`config.mk`:
```
export PLATFORM = sky130hd
export DESIGN_NAME = slos_rx_seq
export DESIGN_NICKNAME = d
export VERILOG_FILES = /design/src/rtl/usb4_lt_pkg.sv /design/src/rtl/slos_rx_seq.sv
export SDC_FILE = /design/constraint.sdc
export NUM_CORES = 1
export LEC_CHECK = 0
export ABC_AREA = 1
export BUFFER_PORTS_ARGS = -buffer_cell sky130_fd_sc_hd__buf_2
export CORE_ASPECT_RATIO = 0.6
export CORE_MARGIN = 10
export CORE_UTILIZATION = 35
export DETAILED_ROUTE_END_ITERATION = 6
export PLACE_DENSITY = 0.54
export SYNTH_ARGS = -nofsm -noshare
export SYNTH_HDL_FRONTEND = slang
export SYNTH_SLANG_ARGS = --single-unit
```
`constraint.sdc`:
```
create_clock -name clk -period 1.9 [get_ports clk]
set_input_delay 0.19 -clock clk [delete_from_list [all_inputs] [get_ports clk]]
set_output_delay 0.19 -clock clk [all_outputs]
set_load 0.02 [all_outputs]
```
`src/rtl/usb4_lt_pkg.sv`:
```
// Shared USB4 lane-training definitions: SLOS sequencer state encoding and
// checker polarity selects.
package usb4_lt_pkg;

    typedef enum logic [2:0] {
        IDLE       = 3'd0,
        WAIT_SLOS1 = 3'd1,
        REARM      = 3'd2,
        WAIT_SLOS2 = 3'd3,
        DONE       = 3'd4,
        FAIL       = 3'd5
    } slos_state_e;

    localparam int   SLOS_PRBS_PERIOD = 2047;
    localparam logic SLOS_SEL_SLOS1   = 1'b0;
    localparam logic SLOS_SEL_SLOS2   = 1'b1;

endpackage

```
`src/rtl/slos_rx_seq.sv`:
```
// Sequences the PRBS11 checker through SLOS1 then SLOS2 streak detection.
// Latency: all outputs registered, response visible after the sampling edge.
// Backpressure: none; slos_rec pulses are consumed every cycle (ignored in REARM).
module slos_rx_seq
    import usb4_lt_pkg::*;
#(
    parameter int REQ_SLOS1   = 2,
    parameter int REQ_SLOS2   = 2,
    parameter int SLOS_WIN    = 4100,
    parameter int TIMEOUT_CYC = 16384,
    parameter int TMR_W       = 15
) (
    input  logic       clk,
    input  logic       reset,
    input  logic       start,
    input  logic       abort,
    input  logic       slos_rec,
    output logic       chk_enable,
    output logic       chk_slos_sel,
    output logic       slos1_done,
    output logic       done,
    output logic       timeout_err,
    output logic [2:0] state,
    output logic [3:0] slos_cnt
);

    localparam logic [3:0]       L_REQ1_LAST = 4'(REQ_SLOS1 - 1);
    localparam logic [3:0]       L_REQ2_LAST = 4'(REQ_SLOS2 - 1);
    localparam logic [TMR_W-1:0] L_TO_LAST   = TMR_W'(TIMEOUT_CYC - 1);
    localparam logic [TMR_W-1:0] L_WIN       = TMR_W'(SLOS_WIN);
    localparam logic [TMR_W-1:0] L_WIN_M1    = TMR_W'(SLOS_WIN - 1);

    slos_state_e      r_state;
    logic             r_chk_enable;
    logic             r_chk_slos_sel;
    logic             r_slos1_done;
    logic             r_done;
    logic             r_timeout_err;
    logic [3:0]       r_slos_cnt;
    logic [TMR_W-1:0] r_gap;
    logic [TMR_W-1:0] r_phase;

    logic [3:0]       w_req_last;
    logic             w_complete;
    logic             w_phase_end;

    assign w_req_last  = (r_state == WAIT_SLOS1) ? L_REQ1_LAST : L_REQ2_LAST;
    assign w_complete  = slos_rec && (r_slos_cnt == w_req_last);
    assign w_phase_end = (r_phase == L_TO_LAST);

    always_ff @(posedge clk or negedge reset) begin
        if (!reset) begin
            r_state        <= IDLE;
            r_chk_enable   <= 1'b0;
            r_chk_slos_sel <= SLOS_SEL_SLOS1;
            r_slos1_done   <= 1'b0;
            r_done         <= 1'b0;
            r_timeout_err  <= 1'b0;
            r_slos_cnt     <= '0;
            r_gap          <= '0;
            r_phase        <= '0;
        end else begin
            r_slos1_done <= 1'b0;
            if (abort) begin
                r_state        <= IDLE;
                r_chk_enable   <= 1'b0;
                r_chk_slos_sel <= SLOS_SEL_SLOS1;
                r_done         <= 1'b0;
                r_timeout_err  <= 1'b0;
                r_slos_cnt     <= '0;
                r_gap          <= '0;
                r_phase        <= '0;
            end else begin
                case (r_state)
                    IDLE, DONE, FAIL: begin
                        if (start) begin
                            r_state        <= WAIT_SLOS1;
                            r_chk_enable   <= 1'b1;
                            r_chk_slos_sel <= SLOS_SEL_SLOS1;
                            r_done         <= 1'b0;
                            r_timeout_err  <= 1'b0;
                            r_slos_cnt     <= '0;
                            r_gap          <= '0;
                            r_phase        <= '0;
                        end
                    end
                    WAIT_SLOS1, WAIT_SLOS2: begin
                        // completion is checked before timeout so it wins a tie
                        if (w_complete) begin
                            r_chk_enable <= 1'b0;
                            r_slos_cnt   <= '0;
                            if (r_state == WAIT_SLOS1) begin
                                r_state        <= REARM;
                                r_slos1_done   <= 1'b1;
                                r_chk_slos_sel <= SLOS_SEL_SLOS2;
                            end else begin
                                r_state <= DONE;
                                r_done  <= 1'b1;
                            end
                        end else if (w_phase_end) begin
                            r_state       <= FAIL;
                            r_timeout_err <= 1'b1;
                            r_chk_enable  <= 1'b0;
                            r_slos_cnt    <= '0;
                        end else begin
                            r_phase <= r_phase + 1'b1;
                            if (slos_rec) begin
                                r_slos_cnt <= r_slos_cnt + 1'b1;
                                r_gap      <= '0;
                            end else if ((r_gap == L_WIN_M1) && (r_slos_cnt != 4'd0)) begin
                                r_slos_cnt <= '0;
                                r_gap      <= '0;
                            end else if (r_gap != L_WIN) begin
                                r_gap <= r_gap + 1'b1;
                            end
                        end
                    end
                    REARM: begin
                        r_state      <= WAIT_SLOS2;
                        r_chk_enable <= 1'b1;
                        r_gap        <= '0;
                        r_phase      <= '0;
                    end
                    default: begin
                        r_state        <= IDLE;
                        r_chk_enable   <= 1'b0;
                        r_chk_slos_sel <= SLOS_SEL_SLOS1;
                        r_slos_cnt     <= '0;
                        r_gap          <= '0;
                        r_phase        <= '0;
                    end
                endcase
            end
        end
    end

    assign chk_enable   = r_chk_enable;
    assign chk_slos_sel = r_chk_slos_sel;
    assign slos1_done   = r_slos1_done;
    assign done         = r_done;
    assign timeout_err  = r_timeout_err;
    assign state        = r_state;
    assign slos_cnt     = r_slos_cnt;

endmodule

```
# After elaboration in Yosys (flattened, before gate mapping)
# Index checks and enable logic that the tools add are counted.
# totals
word_cells,93
ff_bits,42
output_inout_bits,12
input_bits,5
# op_classes
n_eq_ne,20
addsub,3
mux,47
reduce_logical,14
# ops
cell,n
15-bit two-way mux,10
15-bit one-hot mux with 2 select lines,2
15-bit by 1-bit adder with 15-bit output (second input constant),2
4-bit two-way mux,6
3-bit inequality test (second input constant),7
1-bit two-way mux,18
4-bit AND reduction,4
15-bit by 13-bit equality test with 1-bit output (second input constant),1
15-bit by 14-bit equality test with 1-bit output (second input constant),1
3-bit two-way mux,5
15-bit by 13-bit inequality test with 1-bit output (second input constant),1
4-bit one-hot mux with 3 select lines,1
3-bit one-hot mux with 3 select lines,1
3-bit by 2-bit equality test with 1-bit output (second input constant),2
3-bit equality test (second input constant),2
6-bit inequality test (second input constant),1
1-bit one-hot mux with 3 select lines,2
3-bit AND reduction,2
5-bit inequality test (second input constant),1
4-bit by 1-bit adder with 4-bit output (second input constant),1
4-bit by 1-bit equality test with 1-bit output (second input constant),1
4-bit inequality test (second input constant),1
1-bit one-hot mux with 2 select lines,2
4-bit nonzero test,1
8 further kinds,9

# Logic depth before layout (Yosys ltp)
# Gate-level depths: netlist of run 1.
# logic_depth
ltp_word,8
ltp_mapped,12
depth_no_buf,12

# Worst setup path after synthesis of run 1
# OpenSTA, ideal clock, no wires.
# synth_timing
path_kind,register to register
start,"register r_slos_cnt[1], in the netlist slos_cnt[1]"
end,register r_phase[0]
stages_incl_launch_ff,13
t_required_ps,1781
slack_ps,194
n_path_buf,1
setup_ps,119
synth_period_minus_slack_ps,1706
arrival_ps,1587
path_cell_list,dfrtp_1 inv_1 ha_1 nand2_1 inv_1 nand2_1 nor2_4 nor2_8 nand2_8 nand2_4 buf_6 nand2_2 o21a_1
# synth_between
elab_chain_cells,4
# synth_rtl
item,line_no,rtl
"start, declared",slos_rx_seq.sv:39,logic [3:0] r_slos_cnt;
"start signal, assigned",slos_rx_seq.sv:108,r_slos_cnt <= r_slos_cnt + 1'b1;
4-bit by 1-bit equality test with 1-bit output,slos_rx_seq.sv:48,assign w_complete = slos_rec && (r_slos_cnt == w_req_last);
1-bit logical AND,slos_rx_seq.sv:48,
3-bit inequality test (no source line),n/a,
3-bit AND reduction (no source line),n/a,
"end signal, assigned",slos_rx_seq.sv:106,r_phase <= r_phase + 1'b1;
"end, declared",slos_rx_seq.sv:41,logic [TMR_W-1:0] r_phase;
# No other way between the ends.
# A chain may end at the register's enable or synchronous reset.

# Worst setup path after layout of run 1
# layout_timing
start,register r_phase[0]
end,register r_phase[13]
# layout_between
elab_chain_cells,5
elab_cells_between_ends,8
cone_classes,add/sub: 1; eq/ne: 2; mux: 4; reduce/logical: 1
# layout_rtl
item,line_no,rtl
15-bit by 1-bit adder with 15-bit output,slos_rx_seq.sv:106,
15-bit two-way mux,slos_rx_seq.sv:100,end else if (w_phase_end) begin
15-bit two-way mux,slos_rx_seq.sv:89,if (w_complete) begin
15-bit one-hot mux with 2 select lines,slos_rx_seq.sv:74,case (r_state)
15-bit two-way mux,slos_rx_seq.sv:64,if (abort) begin
# Several ways; a longest one is shown, not always the timed one. The select of a mux whose other input is x is not followed.

==> results list, run 1 <==
* TritonCTS clock tree: yes
* Number of clock buffers inserted by TritonCTS: 5
- Overall power of the completed layout: 2.39 mW
- For the pin with the worst max-slew slack, the measured transition is 568 ps.
- Highest Clock Rate: approximately 570 MHz
* Max-slew violation count: 0
- Data on the critical path is required at its endpoint by between 2000 and 2500 ps.
- Worst setup path class: reg2reg
- Unique cell type count in the Yosys netlist: 38
* Post-synthesis cell count: roughly 420
* Effective utilization at floorplan: between 30% and 40%
- Detailed routing inserted a total of between 2k and 3k vias.
* Clock period minus worst slack: 1750 ps
- Total routing resource utilization after global routing: 13.2%
- Detail-routed via count per cell: 5.06
* Most frequent cell on the critical path: sky130_fd_sc_hd__nand3_1
- Along the worst path, the maximum fanout reaches 5.
- Half-perimeter wire length after placement: approximately 6100 um
- Synth Area in Adders: roughly 2.6%
- The first global-routing pass estimated 13300 um of wire.
- Cell with the largest stage delay on the worst path: sky130_fd_sc_hd__nor2_1
* Post-synth design cell area: between 0.002 and 0.003 mm^2
- For this block, the initial DRC count from the detailed router was between 200 and 300.
* Run status: finished with violations
* Kind of start point of the critical path: flop
* Violated checks: hold timing
* Hold-fix buffers at CTS: 0
* Detail-routed net length per standard cell: 14.5 um
- The die covers ~0.013 mm^2.
* Last weighted congestion value of the routability-driven placer: slightly below 0.9
- Post-route clock skew: about 7 ps
* Routed wire length: around 8000 um
* Sequential cell area fraction in the yosys report: between 30% and 40%
* GRT met3 Usage: ~3.2%
- Slew Limit Headroom: between 60% and 70%
* Largest family of logic cells by synthesized area: simple AND/OR/NAND/NOR gates
- IR analysis of the VDD net gives a maximum drop of between 300 and 400 uV.
- Of the total synthesized cell area, the portion taken by XOR and XNOR cells is under 10%.
* Num rows: 25
- From bottom edge to top edge, the die measures 90.8 um.
- Period Utilization, post-route: 92.0%
- Clock-pin slew was measured on the worst setup and hold paths at about 70 ps.
- Synth Warn #: 0
- From left edge to right edge, the die measures 138 um.
- Residual DRC count: 0
- Root buffer selected by CTS: sky130_fd_sc_hd__clkbuf_16
- The worst setup path is captured at a flop.
- After Yosys synthesis, and, or, nand and nor cells account for between 40% and 50% of the synthesized area.
- Counting tap cells, the placed design contains a total of 547 instances.
- For this design the ratio of total power to cell area is 715 mW/mm^2.
- For this run, the share of the core covered by cells in the final layout is a little over two fifths.
* ANT nets after route: 0
* Fraction of layout cells with a size suffix above 1: ~15%
* Complex-gate fraction of the synthesized area: 5.86%
- Count of buffers from port buffering: 16
* Met1 demand-to-capacity share in global routing: about 22%
* Met2 layer usage reported by global route: between 10% and 20%
* Most common cell after layout, fill and taps aside: sky130_fd_sc_hd__nand2_1
- Area of the core: ~0.008 mm^2
- Setup repair after global routing left no endpoint under its margin.
- Setup slack on the worst reg-to-reg path comes out at 150 ps.
- Proportion of synthesized area in mux cells: 0%
- After global routing the overflow that remains totals 0.
* Pin count of the biggest net entering global routing: between 40 and 50
- Seq cells post-synth: 42
* Arr. time, crit path: ~2000 ps
* Number of detailed-routing iterations run before antenna repair: 5
- Largest stage delay on the critical path: between 400 and 500 ps
- In this run the most used layer during global routing was met1.
* Setup Total Neg Slack: 0 ps
* Dominant delay contributor by cell family on the critical path: simple AND/OR/NAND/NOR gates
- The longest clock path from root to sink contains 2 buffers.
- The final layout contains approximately 460 nets.
- I/O Pins: 17
- The area growth from synthesis to layout is 14.4%.
- The number of buffers and inverters on the critical path is 1.
* # H-tree levels: 2
- Cell-by-cell listing of the critical path: buf_4 -> nand3_1 -> nor2_1 -> nand3_1 -> nand2_1 -> nand2_1 -> nor2_1 -> nand3_1 -> o21ai_1
- The number of failing hold endpoints at the final stage came to between 40 and 50.
* Static leakage power: 1.57 nW
* Synthesized area per cell: approximately 7 um^2
* Syn_nets: approximately 430
- Hold_ws: -14.6 ps
- CTS Sinks: 42
* Maxcap violations: 0
* Final Instance Count excl. Fillers: between 500 and 600
- Insertion delay to the later sink of the worst-skew pair: about 290 ps
- The tightest min-delay check is of the in2async type.
* Number of global-route vias before repair: 2447
- The number of antenna violations at the first check in global routing was 0.
- The library cells used most frequently in the layout, excluding fill and tap cells, are 132 x sky130_fd_sc_hd__nand2_1, 51 x sky130_fd_sc_hd__nor2_1, 44 x sky130_fd_sc_hd__nand3_1.
* Antenna fix cells: 0
- Number of setup violations in the final report: 0
==> metal layers <==
layer	up-vias	routed length, um
met3	5	627
met1	1296	4550
met4	0	74
met5	-	0
met2	100	2770
li1	1410	-
==> path summary, 6_finish.rpt <==
check                      startpoint            to  depth (start not counted)
setup / recovery           r_phase[0]   r_phase[13]                          9
hold / removal                  reset   slos_cnt[3]                          2
setup reg to reg           r_phase[0]   r_phase[13]                          9
hold reg to reg            chk_enable    chk_enable                          2
max in group asynchronous       reset  chk_slos_sel                          2
min in group clk                abort    slos1_done                          2
==> layout make-up <==
cell class / instances / area, um^2
multi-input combinational: 319 / 1630
inverter: 48 / 188
timing repair buffer: 30 / 185
sequential: 42 / 1050
clock inverter: 2 / 12.5
fill: 852 / 4660
clock buffer: 6 / 139
tap: 108 / 135
==> cells in the mapped netlist, drive strengths merged <==
master / count / share of area (%)
a211oi: 1 / 0.26
a21boi: 1 / 0.26
a21oi: 4 / 0.81
buf: 5 / 1.6
clkbuf: 2 / 0.26
clkinv: 1 / 0.30
dfrtp: 42 / 36
ha: 6 / 2.6
inv: 47 / 6.1
nand2: 138 / 19
nand3: 47 / 9.1
nand3b: 2 / 0.51
nand4: 17 / 4.2
nor2: 60 / 10
nor3: 9 / 1.5
nor3b: 2 / 0.51
o21a: 1 / 0.26
o21ai: 20 / 3.4
o221a: 1 / 0.39
o22ai: 1 / 0.21
o31ai: 1 / 0.26
or2: 1 / 0.21
xor2: 7 / 2.1
==> flip-flops by register name, indices dropped and copies added, names as in the netlist <==
name,flops
chk_enable,1
chk_slos_sel,1
timeout_err,1
r_gap,15
slos1_done,1
r_phase,15
slos_cnt,4
state,3
done,1
==> per-stage QoR <==
stage	worst slack [ps]	area, um^2
global placement	212	3190
global route	12.5	3340
floorplan	194	2920
detailed placement	185	3190
finish	153	3340
CTS	161	3340
==> repair_timing <==
action | in CTS | in global routing
setup buffers | 0 | 0
gates resized for setup | 0 | 2
endpoints found under the setup margin | 0 | 2
endpoints found under the hold margin | 0 | 0
==> cells by family (layout without fill, tap and decap cells) <==
group,count (synthesis),count (layout)
compound gates,30,30
fa+ha+maj,6,6
simple gates,276,276
xor+xnor,7,7
buf+inv,55,86
flops,42,42
==> report_power, final <==
| group | internal (mW) | total (mW) | switching [mW] |
|---|---|---|---|
| Combinational | 0.158 | 0.523 | 0.365 |
| Sequential | 0.937 | 0.980 | 0.0432 |
| Clock | 0.521 | 0.887 | 0.367 |
Note: power is estimated with default switching activity, not from simulation.
==> run 2, diff against run 1 <==
--- a/config.mk
+++ b/config.mk
@@ -13,3 +13,3 @@
 export DETAILED_ROUTE_END_ITERATION = 6
-export PLACE_DENSITY = 0.54
+export PLACE_DENSITY = 0.5
 export SYNTH_ARGS = -nofsm -noshare
--- a/constraint.sdc
+++ b/constraint.sdc
@@ -3,2 +3,2 @@
 set_output_delay 0.19 -clock clk [all_outputs]
-set_load 0.02 [all_outputs]
+set_load 0.01 [all_outputs]
==> run 2 against run 1 <==
Effect of this change: clock skew fell by 4.1 ps; sequential power is essentially flat; clock power up 9.9%; the run now ends clean; die area did not move; critical path depth increased by 1; worst hold slack better by 290 ps; global-route usage rose by 0.50 points; final cell count increased by 1.6%; critical path type unchanged; routed wire length up 4.0%; via count up 0.14%; register-to-register slack barely moved; flip-flop and latch count unchanged.
==> results list, run 2 (synthesis gave the netlist of run 1 again) <==
- Highest Clock Rate: 574 MHz (+0.34%)
- Number of design-rule violations left by the first detailed-router iteration: 269 (+3.9%)
- The total wirelength of the detailed-routed design came to 8350 um (+4.0%).
- The clock tree buffer depth was 2 (unchanged).
* Number of detailed-routing iterations run before antenna repair: 5 (unchanged)
* Residual DRC count: 0 (unchanged)
* Maxcap violations: 0 (unchanged)
- The layout net count came to 466 (+2.0%).
* Num rows: 25 (unchanged)
- Global-route wire length before repair: 13700 um (+3.0%)
* Worst Reg2Reg Path Length in Cells: 10 (+1)
- GR Overflow Total: 0 (unchanged)
- The overall via count from detail_route came to 2815 (+0.14%).
- Pin count of the biggest net entering global routing: 23 (-47%)
- The routed wirelength normalized by instance count was 14.8 um (+2.4%).
- Kind of path behind the tightest hold check: in2reg
- Setup repair after global routing missed its margin: false
- The detailed placement HPWL was 6370 um (+4.4%).
- Leading cell types in the layout, fill and taps excluded: 132 x sky130_fd_sc_hd__nand2_1, 51 x sky130_fd_sc_hd__nor2_1, 44 x sky130_fd_sc_hd__nand3_1
* Last weighted congestion value of the routability-driven placer: 0.939 (+7.5%)
- I/O Pins: 17 (unchanged)
- Endpoint required time on the critical path: 2070 ps (-40 ps)
- The number of antenna violations at the first check in global routing is 0 (unchanged).
- Post-route clock skew: 3.05 ps (-4.09 ps)
- The layout cell share with drive strength beyond 1 is 15.6% (+1.0 points).
- The setup path with the least slack is of type reg2reg.
* Insertion delay to the later sink of the worst-skew pair: 280 ps (about the same)
* Count of buffers from port buffering: 16 (unchanged)
- Slew Limit Headroom: 72.5% (+10 points)
- Effective utilization at floorplan: 36.5% (unchanged)
- The area growth from synthesis to layout is 17.5%.
* Least setup slack across all paths after layout: 158 ps (+5.88 ps)
- The peak supply drop came to 308 uV (-17%).
- The chip height is 90.8 um (unchanged).
- Number of setup violations in the final report: 0 (unchanged)
- TritonCTS clock tree: yes
* Kind of start point of the critical path: flop
* Number of global-route vias before repair: 2380 (-2.7%)
* Pwr/cell area: 720 mW/mm^2 (+0.76%)
- The worst setup slack before clock tree synthesis came to 152 ps (-32.9 ps).
- Max-slew violation count: 0 (unchanged)
- Leaving out fill and tap cells, the most frequent cell in the layout is sky130_fd_sc_hd__nand2_1.
- The flow ran to the end, and the final reports show no timing, DRC or antenna violations.
* Area of the core: 0.00801 mm^2 (unchanged)
* # H-tree levels: 2 (unchanged)
- CTS Sinks: 42 (unchanged)
* Die width: 138 um (unchanged)
- Critical path capture point type: flop
* Total routing resource utilization after global routing: 13.7% (+0.50 points)
* Clock edge transition at the registers on the reported setup and hold paths: 60 ps (about the same)
- The full die area was 0.0125 mm^2 (unchanged).
* Number of clock buffers inserted by TritonCTS: 5 (unchanged)
- Static leakage power: 1.61 nW (+2.6%)
* Arr. time, crit path: 1910 ps (-50 ps)
- The detail-routed via count per cell was 4.99 (-1.5%).
* Final hold violation count: 0 (-100%)
* Root buffer selected by CTS: sky130_fd_sc_hd__clkbuf_16
- The worst hold path passes through 4 cells.
- Clock period minus worst slack: 1740 ps (-5.88 ps)
- The count of nets left with antenna violations after detail routing is 0 (unchanged).
- The final sum of negative setup slack was 0 ps (unchanged).
* Transition time at the pin with the least slew margin: 410 ps (-158 ps)
- Largest fanout on the critical path: 10 (+5)
* Period Utilization, post-route: 91.7% (-0.31 points)
- The number of diodes is 0 (unchanged).
-- run 2: layout make-up --
| class | instances | area, um^2 |
|---|---|---|
| Sequential cell | 42 | 1050 |
| Timing Repair Buffer | 39 | 255 |
| Inverter | 48 | 188 |
| Clock buffer | 7 | 133 |
| Multi-Input combinational cell | 319 | 1640 |
| Fill cell | 832 | 4570 |
| Tap cell | 108 | 135 |
| Clock inverter | 1 | 30.0 |
-- run 2: routing by layer --
layer	wire (um)	up-vias	global-route usage, %	share of wire, %
met5	0	-	0	0
met4	54	0	2.42	0.65
met3	706	5	3.28	8.5
met2	2720	89	14.8	33
met1	4860	1283	24.1	58
li1	-	1438	-	-
-- run 2: critical path, stage by stage, from the launching register on --
cell and delay (ps):
sky130_fd_sc_hd__dfrtp_1 390, sky130_fd_sc_hd__ha_1 210, sky130_fd_sc_hd__nand2_1 150, sky130_fd_sc_hd__nor2_4 50, sky130_fd_sc_hd__buf_4 140, sky130_fd_sc_hd__nand4_4 140
sky130_fd_sc_hd__nand2_8 110, sky130_fd_sc_hd__nor2_4 210, sky130_fd_sc_hd__nor2_2 100, sky130_fd_sc_hd__nand2_1 70, sky130_fd_sc_hd__nand2_1 50
-- run 2: per-stage QoR --
stage | hold WS [ps] | utilization, % | std cells | area [um^2] | power [mW]
after global routing | 318 | 42.9 | 564 | 3430 | 2.60
after global placement | 97.5 | 40.6 | 555 | 3250 | 1.50
after detailed placement | 99.2 | 40.6 | 555 | 3250 | 1.51
final | 280 | 42.9 | 564 | 3430 | 2.47
after CTS | 272 | 42.7 | 564 | 3420 | 2.49
after floorplan | -106 | - | 416 | 2920 | 1.31
-- run 2: path summary, 6_finish.rpt --
kind,start,end,slack (ps)
max in group asynchronous,reset,r_gap[8],1020
worst max-delay path,r_phase[0],chk_enable,160
worst max register to register,r_phase[0],chk_enable,160
min in group asynchronous,reset,r_phase[5],320
worst min register to register,chk_enable,chk_enable,500
worst min-delay path,abort,r_phase[8],280
-- run 2: timing repair --
| action | 4_1_cts | 5_1_grt |
|---|---|---|
| hold buffers | 1 | 0 |
| buffers inserted | 0 | 0 |
| hold endpoints to repair | 10 | 0 |
| resized for setup | 0 | 3 |
| endpoints found under the setup margin | 0 | 6 |
-- run 2: report_power, final --
part | internal (mW) | leakage (nW) | switching [mW]
Combinational | 0.164 | 0.954 | 0.357
Sequential | 0.937 | 0.580 | 0.0408
Clock | 0.622 | 0.0781 | 0.353
